===== src/rtl/gol_window.sv =====
// Streaming 3x3 neighbourhood generator for a Game of Life rule block.
// Cells arrive row-major; each window is edge-masked and registered with its (x, y).
module gol_window #(
  parameter int WIDTH  = 8,
  parameter int HEIGHT = 8
) (
  input  logic                        clk,
  input  logic                        rst_n,
  input  logic                        start,
  input  logic                        in_valid,
  input  logic                        in_cell,
  output logic                        in_ready,
  output logic                        out_valid,
  output logic [2:0]                  q1,
  output logic [2:0]                  q2,
  output logic [2:0]                  q3,
  output logic [$clog2(WIDTH)-1:0]    out_x,
  output logic [$clog2(HEIGHT)-1:0]   out_y,
  output logic                        done
);

  localparam int XW = $clog2(WIDTH);
  localparam int YW = $clog2(HEIGHT);
  localparam int CW = $clog2(WIDTH * HEIGHT);
  localparam int FW = $clog2(WIDTH + 1);
  localparam int TL = 2 * WIDTH + 3;

  localparam logic [CW-1:0] LAST_IN    = CW'(WIDTH * HEIGHT - 1);
  localparam logic [CW-1:0] FIRST_EMIT = CW'(WIDTH + 1);
  localparam logic [FW-1:0] LAST_FL    = FW'(WIDTH);
  localparam logic [XW-1:0] X_LAST     = XW'(WIDTH - 1);
  localparam logic [YW-1:0] Y_LAST     = YW'(HEIGHT - 1);

  typedef enum logic [1:0] {IDLE, LOAD, FLUSH} state_t;

  state_t          state_reg, state_next;
  logic [TL-2:0]   sr_reg;
  logic [CW-1:0]   in_cnt_reg;
  logic [FW-1:0]   fl_cnt_reg;
  logic [XW-1:0]   wx_reg;
  logic [YW-1:0]   wy_reg;

  logic            clear, shift, shift_bit, emit;
  logic [TL-1:0]   taps;
  logic [2:0][2:0] raw;
  logic [2:0]      col_mask;
  logic [2:0]      q1_next, q2_next, q3_next;

  always_comb begin
    state_next = state_reg;
    in_ready   = 1'b0;
    clear      = 1'b0;
    shift      = 1'b0;
    shift_bit  = 1'b0;
    emit       = 1'b0;
    case (state_reg)
      IDLE: begin
        if (start) begin
          clear      = 1'b1;
          state_next = LOAD;
        end
      end
      LOAD: begin
        in_ready = 1'b1;
        if (in_valid) begin
          shift     = 1'b1;
          shift_bit = in_cell;
          emit      = (in_cnt_reg >= FIRST_EMIT);
          if (in_cnt_reg == LAST_IN) state_next = FLUSH;
        end
      end
      FLUSH: begin
        shift = 1'b1;
        emit  = 1'b1;
        if (fl_cnt_reg == LAST_FL) state_next = IDLE;
      end
      default: state_next = IDLE;
    endcase
  end

  // Tap line after the current shift: bit j holds the cell pushed j shifts ago.
  assign taps = {sr_reg, shift_bit};

  genvar gi;
  generate
    for (gi = 0; gi < 3; gi++) begin : g_row
      assign raw[gi] = taps[(2 - gi) * WIDTH +: 3];
    end
  endgenerate

  assign col_mask = {wx_reg != '0, 1'b1, wx_reg != X_LAST};
  assign q1_next  = raw[0] & col_mask & {3{wy_reg != '0}};
  assign q2_next  = raw[1] & col_mask;
  assign q3_next  = raw[2] & col_mask & {3{wy_reg != Y_LAST}};

  always_ff @(posedge clk or negedge rst_n) begin
    if (!rst_n) state_reg <= IDLE;
    else        state_reg <= state_next;
  end

  always_ff @(posedge clk or negedge rst_n) begin
    if (!rst_n) begin
      sr_reg     <= '0;
      in_cnt_reg <= '0;
      fl_cnt_reg <= '0;
      wx_reg     <= '0;
      wy_reg     <= '0;
      out_valid  <= 1'b0;
      done       <= 1'b0;
      q1         <= '0;
      q2         <= '0;
      q3         <= '0;
      out_x      <= '0;
      out_y      <= '0;
    end else begin
      out_valid <= emit;
      done      <= emit && (wx_reg == X_LAST) && (wy_reg == Y_LAST);
      if (clear) begin
        sr_reg     <= '0;
        in_cnt_reg <= '0;
        fl_cnt_reg <= '0;
        wx_reg     <= '0;
        wy_reg     <= '0;
      end else begin
        if (shift) sr_reg <= taps[TL-2:0];
        if (state_reg == LOAD && shift && in_cnt_reg != LAST_IN)
          in_cnt_reg <= in_cnt_reg + 1'b1;
        if (state_reg == FLUSH && fl_cnt_reg != LAST_FL)
          fl_cnt_reg <= fl_cnt_reg + 1'b1;
        if (emit) begin
          q1    <= q1_next;
          q2    <= q2_next;
          q3    <= q3_next;
          out_x <= wx_reg;
          out_y <= wy_reg;
          if (wx_reg == X_LAST) begin
            wx_reg <= '0;
            if (wy_reg != Y_LAST) wy_reg <= wy_reg + 1'b1;
          end else begin
            wx_reg <= wx_reg + 1'b1;
          end
        end
      end
    end
  end

endmodule

===== config.mk =====
export PLATFORM = sky130hd
export DESIGN_NAME = gol_window
export DESIGN_NICKNAME = d
export VERILOG_FILES = /design/src/rtl/gol_window.sv
export SDC_FILE = /design/constraint.sdc
export NUM_CORES = 1
export LEC_CHECK = 0
export CAP_MARGIN = 20
export CORE_MARGIN = 4
export CORE_UTILIZATION = 61
export DETAILED_ROUTE_END_ITERATION = 8
export PLACE_DENSITY = 0.84
export SLEW_MARGIN = 15
export SYNTH_ARGS = -nofsm -noshare
export SYNTH_HDL_FRONTEND = slang
export SYNTH_SLANG_ARGS = --single-unit
export TNS_END_PERCENT = 100

===== constraint.sdc =====
create_clock -name clk -period 6.5 [get_ports clk]
set_clock_uncertainty 0.2 [all_clocks]
set_input_delay 1.625 -clock clk [delete_from_list [all_inputs] [get_ports clk]]
set_output_delay 1.625 -clock clk [all_outputs]
set_load 0.01 [all_outputs]

**Word-level counts from Yosys, hierarchy flattened**

Index checks and enable logic that the tools add are counted.

- Input port bits: 5
- Register bits: 53
- Logic and storage cells: 82

- Bitwise operators: 6
- Reductions and logical operators: 17
- Add/subtract/negate cells: 4
- Equal/unequal tests: 14
- $lt $le $gt $ge: 1
- Muxes and demuxes: 27

Operators with widths:

| operator | count |
|---|---|
| 18-bit two-way mux | 2 |
| 3-bit two-way mux | 7 |
| 3-bit bitwise AND | 5 |
| 6-bit two-way mux | 2 |
| 2-bit nonzero test | 6 |
| 2-bit two-way mux | 4 |
| 4-bit two-way mux | 2 |
| 2-bit != test (second input constant) | 4 |
| 1-bit two-way mux | 7 |
| 3-bit by 1-bit adder with 3-bit output (second input constant) | 2 |
| 6-bit by 1-bit adder with 6-bit output (second input constant) | 1 |
| 3-bit equality test (second input constant) | 2 |
| 6-bit equality test (second input constant) | 1 |
| 6-bit by 4-bit greater-or-equal comparator with 1-bit output (second input constant) | 1 |
| 3-bit != test (second input constant) | 2 |
| 6-bit != test (second input constant) | 1 |
| 2-bit one-hot mux with 3 select lines | 1 |
| 3-bit nonzero test | 2 |
| 1-bit logical AND | 5 |
| 4-bit by 1-bit adder with 4-bit output (second input constant) | 1 |
| 4-bit equality test (second input constant) | 1 |
| 4-bit != test (second input constant) | 1 |
| 1-bit one-hot mux with 2 select lines | 2 |
| 4-bit AND reduction | 1 |
| 6 further kinds | 6 |

**Longest topological paths before layout**

- Depth after elaboration: 6
- Depth in mapped cells: 8
- Depth with buffers taken out: 6

**Worst setup path before layout**

OpenSTA, ideal clock, no wires.

- Path type: input to register
- From: in in_valid
- To: reg out_x[1]
- Stages: 5
- Path buffers: 1
- Arrival: 2.759 ns
- Setup slack: 3.416 ns
- Library setup time: 0.125 ns
- Path through: a21o_1 nand2_1 nor3_2 buf_6 mux2_4

- Cells in the longest elaborated chain, start to end: 3

RTL lines:

| element | line | RTL |
|---|---|---|
| start: declaration | 10 | `input logic in_valid,` |
| 1-bit two-way mux | 65 | `if (in_valid) begin` |
| 1-bit one-hot mux with 2 select lines | 56 | `case (state_reg)` |
| 2-bit AND reduction (no line) | -- |  |
| end signal: assignment | 134 | `out_x <= wx_reg;` |
| end: declaration | 17 | `output logic [$clog2(WIDTH)-1:0] out_x,` |

Every way passes these cells.
A chain may end at the register's enable or synchronous reset.

**Final worst setup path**

- From: in in_valid
- To: reg q3[2]

- Cells in the longest elaborated chain, start to end: 3

RTL lines:

| element | line | RTL |
|---|---|---|
| 1-bit two-way mux | 65 |  |
| 1-bit one-hot mux with 2 select lines | 56 |  |
| 2-bit AND reduction (no line) | -- |  |
| end signal: assignment | 133 | `q3 <= q3_next;` |
| end: declaration | 16 | `output logic [2:0] q3,` |

Every way passes these cells.

==> results by group <==
Die
  – Die Width: 73.0 microns
  – IO Count: 23
  – Core Box Area: 0.00406 sq mm
  – Die height: 73.0 microns
  – Die ar.: 0.00533 sq mm
  – Starting Density: 63.6%
  – # rows: 23

Synth
  – Post-Synth Simple-Gate Area: 15.2%
  – Synthesized-area fraction occupied by xor and xnor cells: 1.36%
  – Synth cell types: 37
  – Synth top area cells: dfrtp_1 (51%), ha_1 (7.8%), nand2_1 (6.6%)
  – Cells after Synth: 243
  – Post-synthesis mux area share: 9.27%
  – Synth top area share: 51.4%
  – #FFs+latches synth: 53
  – Adder-Cell Fraction of Synth Area: 7.76%
  – Largest family of logic cells by synthesized area: simple AND/OR/NAND/NOR gates
  – Most frequent cell after synthesis: dfrtp_1
  – Post-synth EDFFs: 0
  – Post-synth top flop: dfrtp_1
  – FFs w/ async S/R, synth: 100%
  – Mapped Area: 0.00258 sq mm
  – Synth cell count leaders: dfrtp_1 (53), nand2_1 (45), a21oi_1 (25), ha_1 (16), inv_1 (14)
  – Synth warnings: 0
  – Syn nets: 264
  – Post-synthesis sequential area ratio: 51.4%
  – Post-synthesis compound-gate area fraction: 11.2%
  – Biggest area consumer among synthesized cells: dfrtp_1
  – Syn avg cell area: 10.6 sq um

Pwr
  – Leak pwr: 1.36 nW
  – Pwr Density: 309 mW/mm^2
  – Worst vdd ir: 0.324 mV
  – Post-layout total power: 0.000900 W

STA
  – Rel. slew slack: 52.4%
  – Total negative slack: 0 ns
  – FMAX: 266 MHz
  – Final slew viol count: 0
  – Slew @ Worst Pin: 0.712 ns
  – Period Utilization, post-route: 57.9%
  – RSZ-0062 raised after global routing: no
  – Final Hold Vio Count: 0
  – Final setup vio count: 0
  – Crit path time final: 3.76 ns
  – Worst setup margin: 2.74 ns
  – Min Hold Slack: 0.315 ns

Clock tree
  – CTS Buf Count: 5
  – Clk Tree Root Cell: clkbuf_8
  – Clock transition at path regs: 0.09 ns
  – # H-tree levels: 2
  – Clk buf depth: 2
  – CTS Hold Buffers Added: 0
  – Clock Latency Late Sink: 0.30 ns
  – Post-CTS setup buffer count: 0
  – Gates resized, CTS repair: 0
  – CTS sink count: 53
  – TritonCTS clock tree: built

Detailed routing
  – Drt pass-1 iters: 4
  – DRT iter0 DRCs: 79
  – Vias per inst: 5.64
  – Met1 wire length: 2080 microns
  – Wirelength, routed: 4540 microns
  – Met3 wire length: 213 microns
  – Routed wire per std cell: 14.4 microns
  – Routed wire length on met2: 2200 microns
  – DRC viols: 0
  – Post-DRT Antenna Nets: 0
  – Highest Signal Layer: met4
  – DR vias: 1,781

Place
  – Post-DP HPWL: 3270 microns
  – Placed Cells: 308
  – Gpl congestion: 0.788
  – DP Worst Slack: 2.44 ns
  – IO buf count: 22

Global routing
  – Tot GR Track Use: 18.8%
  – Vias in the first global route: 1,670
  – Remaining global-route overflow: 0
  – Initial antenna violation count: 0
  – Largest net degree at the start of global routing: 54
  – First-pass GRT wire length: 7850 microns

Critical path
  – WS Path Type: in -> reg
  – Startpoint Class: input pin
  – Critical Path RT: 6.49 ns
  – Worst-path cell chain: clkdlybuf4s50_1, a21o_1, nand2_1, nor3_2, buf_4, mux2_2
  – Slowest CP cell: clkdlybuf4s50_1
  – CP delay by family, top: buffers and inverters
  – Worst EP arrival: 3.75 ns
  – Kind of end point of the critical path: flop
  – CP Max Fanout: 24
  – CP peak stage delay: 0.56 ns
  – CP Buf/Inv Count: 2

Finish
  – Fill cells: 317
  – Layout Nets: 286
  – N_diodes: 0
  – Fraction of layout cells with a size suffix above 1: 10.9%
  – Max FFs per register: 18
  – Fin cells: 316
  – Area Overhead vs Synth: 13.1%

Flow run
  – Maximum Capacitance Violations: 0

Outcome
  – Status: completed

Hold path
  – Hold Crit Class: reg -> reg
[logic make-up (layout without fill, tap and decap cells)]
logic type                 after synthesis  in the layout
and+or+nand+nor                         81             81
DFF                                     53             53
AOI/OAI and AO/OA                       46             46
buffers and inverters                   24             47
muxes                                   19             19
adders and majority gates               16             16
xor gates and xnor gates                 4              4
[routing by layer]
metal,track usage (%),vias to the layer above
li1,-,876
met1,26.0,854
met2,29.9,47
met3,4.13,4
met4,4.92,0
met5,0,-
[where the power goes]
part           switching [W]  internal (W)  leakage, nW  total, W
Clock               0.000101     0.0000749       0.0450  0.000176
Combinational       0.000192      0.000130        0.584  0.000322
Sequential         0.0000323      0.000370        0.729  0.000402
[cell usage in the layout (no fill, tap or decap), types with 3 or more instances in the layout]
| cell | instances |
|---|---|
| a21oi_1 | 25 |
| o31ai_1 | 3 |
| mux2_2 | 7 |
| o21ai_0 | 7 |
| nand2_1 | 45 |
| clkdlybuf4s50_1 | 21 |
| ha_1 | 16 |
| nand3_1 | 5 |
| buf_4 | 3 |
| o211ai_1 | 4 |
| or4_1 | 3 |
| or3_1 | 3 |
| mux2_4 | 8 |
| dfrtp_1 | 53 |
| clkbuf_8 | 5 |
| nand2b_1 | 3 |
| nor2_1 | 7 |
| inv_1 | 14 |
| mux2i_1 | 4 |
[stage by stage]
step / utilization [%] / area, sq um
final: 71.8 / 2920
after detailed placement: 69.8 / 2830
after floorplan: - / 2580
after global placement: 69.8 / 2830
after global routing: 71.8 / 2920
after CTS: 71.8 / 2920
[worst paths after layout]
| check | startpoint | slack (ns) | depth (start not counted) | end |
|---|---|---|---|---|
| worst max-delay path | in_valid | 2.74 | 6 | q3[2]$_DFFE_PN0P_ |
| worst min-delay path | sr_reg[14]$_DFFE_PN0P_ | 0.31 | 2 | sr_reg[15]$_DFFE_PN0P_ |
| worst max register to register | state_reg[0]$_DFFE_PN0P_ | 3.75 | 7 | q3[2]$_DFFE_PN0P_ |
| worst min register to register | sr_reg[14]$_DFFE_PN0P_ | 0.31 | 2 | sr_reg[15]$_DFFE_PN0P_ |
| max in group asynchronous | rst_n | 4.42 | 2 | sr_reg[6]$_DFFE_PN0P_ |
| min in group asynchronous | rst_n | 1.23 | 2 | in_cnt_reg[3]$_DFFE_PN0P_ |
[worst min-delay path, cell delays in order (launching register included)]
cell     delay (ns)
dfrtp_1        0.38
nand2_1        0.06
a21oi_1        0.05
[final cells by class]
type | instances | area, sq um | share of cell area, %
Clock buffer | 6 | 72.6 | 2.49
Inverter | 14 | 52.6 | 1.80
Multi-Input combinational cell | 166 | 1150 | 39.6
Sequential cell | 53 | 1330 | 45.5
Clock inverter | 2 | 10.0 | 0.343
Tap cell | 50 | 62.6 | 2.15
Timing Repair Buffer | 25 | 238 | 8.15
(Power assumes the default switching activity.)
==> RTL edit: new RTL, config.mk and constraints unchanged <==
`HEIGHT`: 8 -> 4.
--- a/src/rtl/gol_window.sv
+++ b/src/rtl/gol_window.sv
@@ -2,7 +2,7 @@
 // Cells arrive row-major; each window is edge-masked and registered with its (x, y).
 module gol_window #(
   parameter int WIDTH  = 8,
-  parameter int HEIGHT = 8
+  parameter int HEIGHT = 4
 ) (
   input  logic                        clk,
   input  logic                        rst_n,
Interface: changed (resized out_y); port bits go from 23 to 22. No check against the original RTL was run, so the function may have changed too.
==> RTL edit against the unedited design <==
Non-clock buffer count down 4. Cell area down 5.8%. Utilization grew 0.95 points. Setup slack better by 310 ps. Routed wire length decreased by 12%. Power shrank 0.13%. Hold slack gained 4.2 ps. Sequential cell count fell by 3. Global-route usage down 1.2 points. Synthesized area down 5.6%. Largest cell class unchanged. Highest routed layer unchanged.
==> RTL edit: results (changes against the unedited design) <==
status finished, final reports clean (unchanged); Post-synth top cells dfrtp_1, nand2_1, a21oi_1 (unchanged); number of CTS-inserted buffers 5 (unchanged); WHS 319 ps (was 315 ps); P_sw 0.000318 W (was 0.000326 W); initial antenna violation count 0 (unchanged); fill cell total of the finished layout 288 (was 317); Largest stage delay, worst path 560 ps (about the same); worst relative slew slack 29.5% (was 52.4%); Worst setup startpoint state_reg[1] (was in_valid); root buffer cell clkbuf_8 (unchanged); vias in the first global route 1482 (was 1670); drt wl/cell 13.7 µm (was 14.4 µm); buffer depth of the longest clock path 2 (unchanged); crit-path max FO 6 (was 24); cts repair resizes 0 (unchanged); met1 wire length 1.93 mm (was 2.08 mm); drt pass-1 iters 4 (unchanged); post-detail-place hpwl 2.79 mm (was 3.27 mm); Synth cell types 34 (was 37); Total GRT Usage 17.6% (was 18.8%); layout cell share with drive strength beyond 1 12.8% (was 10.9%); top sig layer met4 (unchanged); Pleak 1.31 nW (was 1.36 nW); count leader, synth dfrtp_1 (unchanged); WL met3 153 µm (was 213 µm); gpl congestion 0.816 (was 0.788); worst-skew pair later-pin latency 300 ps (about the same); largest net degree at the start of global routing 51 (was 54); ys async rst share 100% (unchanged); min-delay src out_x[2] (was sr_reg[14]); slowest stage cell, crit path clkdlybuf4s50_1 (unchanged); sink of the worst hold path out_x[2] (was sr_reg[15]); Post-layout nets 262 (was 286); CTS H-tree depth 2 (unchanged); n_diodes 0 (unchanged); DR iter-0 viols 109 (was 79); Worst-path clk slew 90 ps (about the same); total gr overflow 0 (unchanged); ys flop type dfrtp_1 (unchanged); reg-to-reg startpoint in_cnt_reg[0] (was state_reg[0]); Ys Warns 0 (unchanged); flop2flop setup slack 4230 ps (was 3750 ps); Port Buffers 21 (was 22); peak supply drop 0.000269 V (was 0.000324 V); Synth area leaders dfrtp_1, ha_1, nand2_1 (unchanged); hold depth 1 (was 2); metal2 WL 1.87 mm (was 2.20 mm); post-CTS repair timing setup buffer count 0 (unchanged); via/cell ratio 5.33 (was 5.64); global-route wire length before repair 7.04 mm (was 7.85 mm); CP arrival 1630 ps (was 3750 ps); r2r endpoint in_cnt_reg[3] (was q3[2]); Worst R2R Path Depth 7 (unchanged); Synth Net Count 245 (was 264); final hold vios 0 (unchanged); sequential share of the synthesized area 51.4% (about the same)
## RTL edit: cell types whose count changed after synthesis, moves of 4 or more
cell / change
nor2_1: +6
o21ai_0: -5
nor2b_1: +6
a21oi_1: -4
inv_1: -4
## RTL edit: power by group through the flow
stage                     clock (W)  sequential, W  combinational, W
after global placement            0       0.000386          0.000313
after detailed placement          0       0.000388          0.000319
after global routing       0.000218       0.000390          0.000354
after CTS                  0.000203       0.000382          0.000321
after floorplan                   0       0.000387          0.000249
final                      0.000198       0.000382          0.000319
## RTL edit: area by class of cell
type | count | area share [%]
clock inverters | 1 | 0.319
multi-input cells | 154 | 39.5
inverters | 10 | 1.37
repair buffers | 21 | 7.57
well taps | 48 | 2.19
clock buffers | 7 | 3.51
flip-flops and latches | 50 | 45.6
## RTL edit: layer usage
layer	up-vias	GRT usage, %
li1	778	-
met1	745	24.7
met2	25	26.8
met3	4	4.83
met4	0	5.22
met5	-	0
## RTL edit: worst max path at each step
stage	end	slack [ps]	cells past startpoint
after floorplan	out_x[0]	3590	5
after global placement	wy_reg[0]	2880	4
after detailed placement	wy_reg[0]	2850	4
after CTS	in_ready	3030	3
after global routing	in_ready	2910	3
final	in_ready	3050	3
## RTL edit: logic make-up (layout without fill, tap and decap cells)
family / after synthesis / after routing / share of synthesized area, %
compound gates: 30 / 30 / 7.46
simple gates: 81 / 81 / 15.7
mux: 23 / 23 / 11.9
buf+inv: 21 / 39 / 4.06
fa+ha+maj: 15 / 15 / 7.71
flops: 50 / 50 / 51.4
xor+xnor: 5 / 5 / 1.80
## RTL edit: metrics by stage
stage | instance area [µm²] | instances | setup WS [ps] | power, W | utilization, %
3_3_place_gp | 2640 | 283 | 2880 | 0.000699 | 69.9
6_report | 2750 | 291 | 3050 | 0.000899 | 72.8
4_1_cts | 2740 | 291 | 3030 | 0.000906 | 72.7
3_5_place_dp | 2640 | 283 | 2850 | 0.000707 | 69.9
2_1_floorplan | 2430 | 225 | 3590 | 0.000636 | -
5_1_grt | 2750 | 291 | 2910 | 0.000962 | 72.8
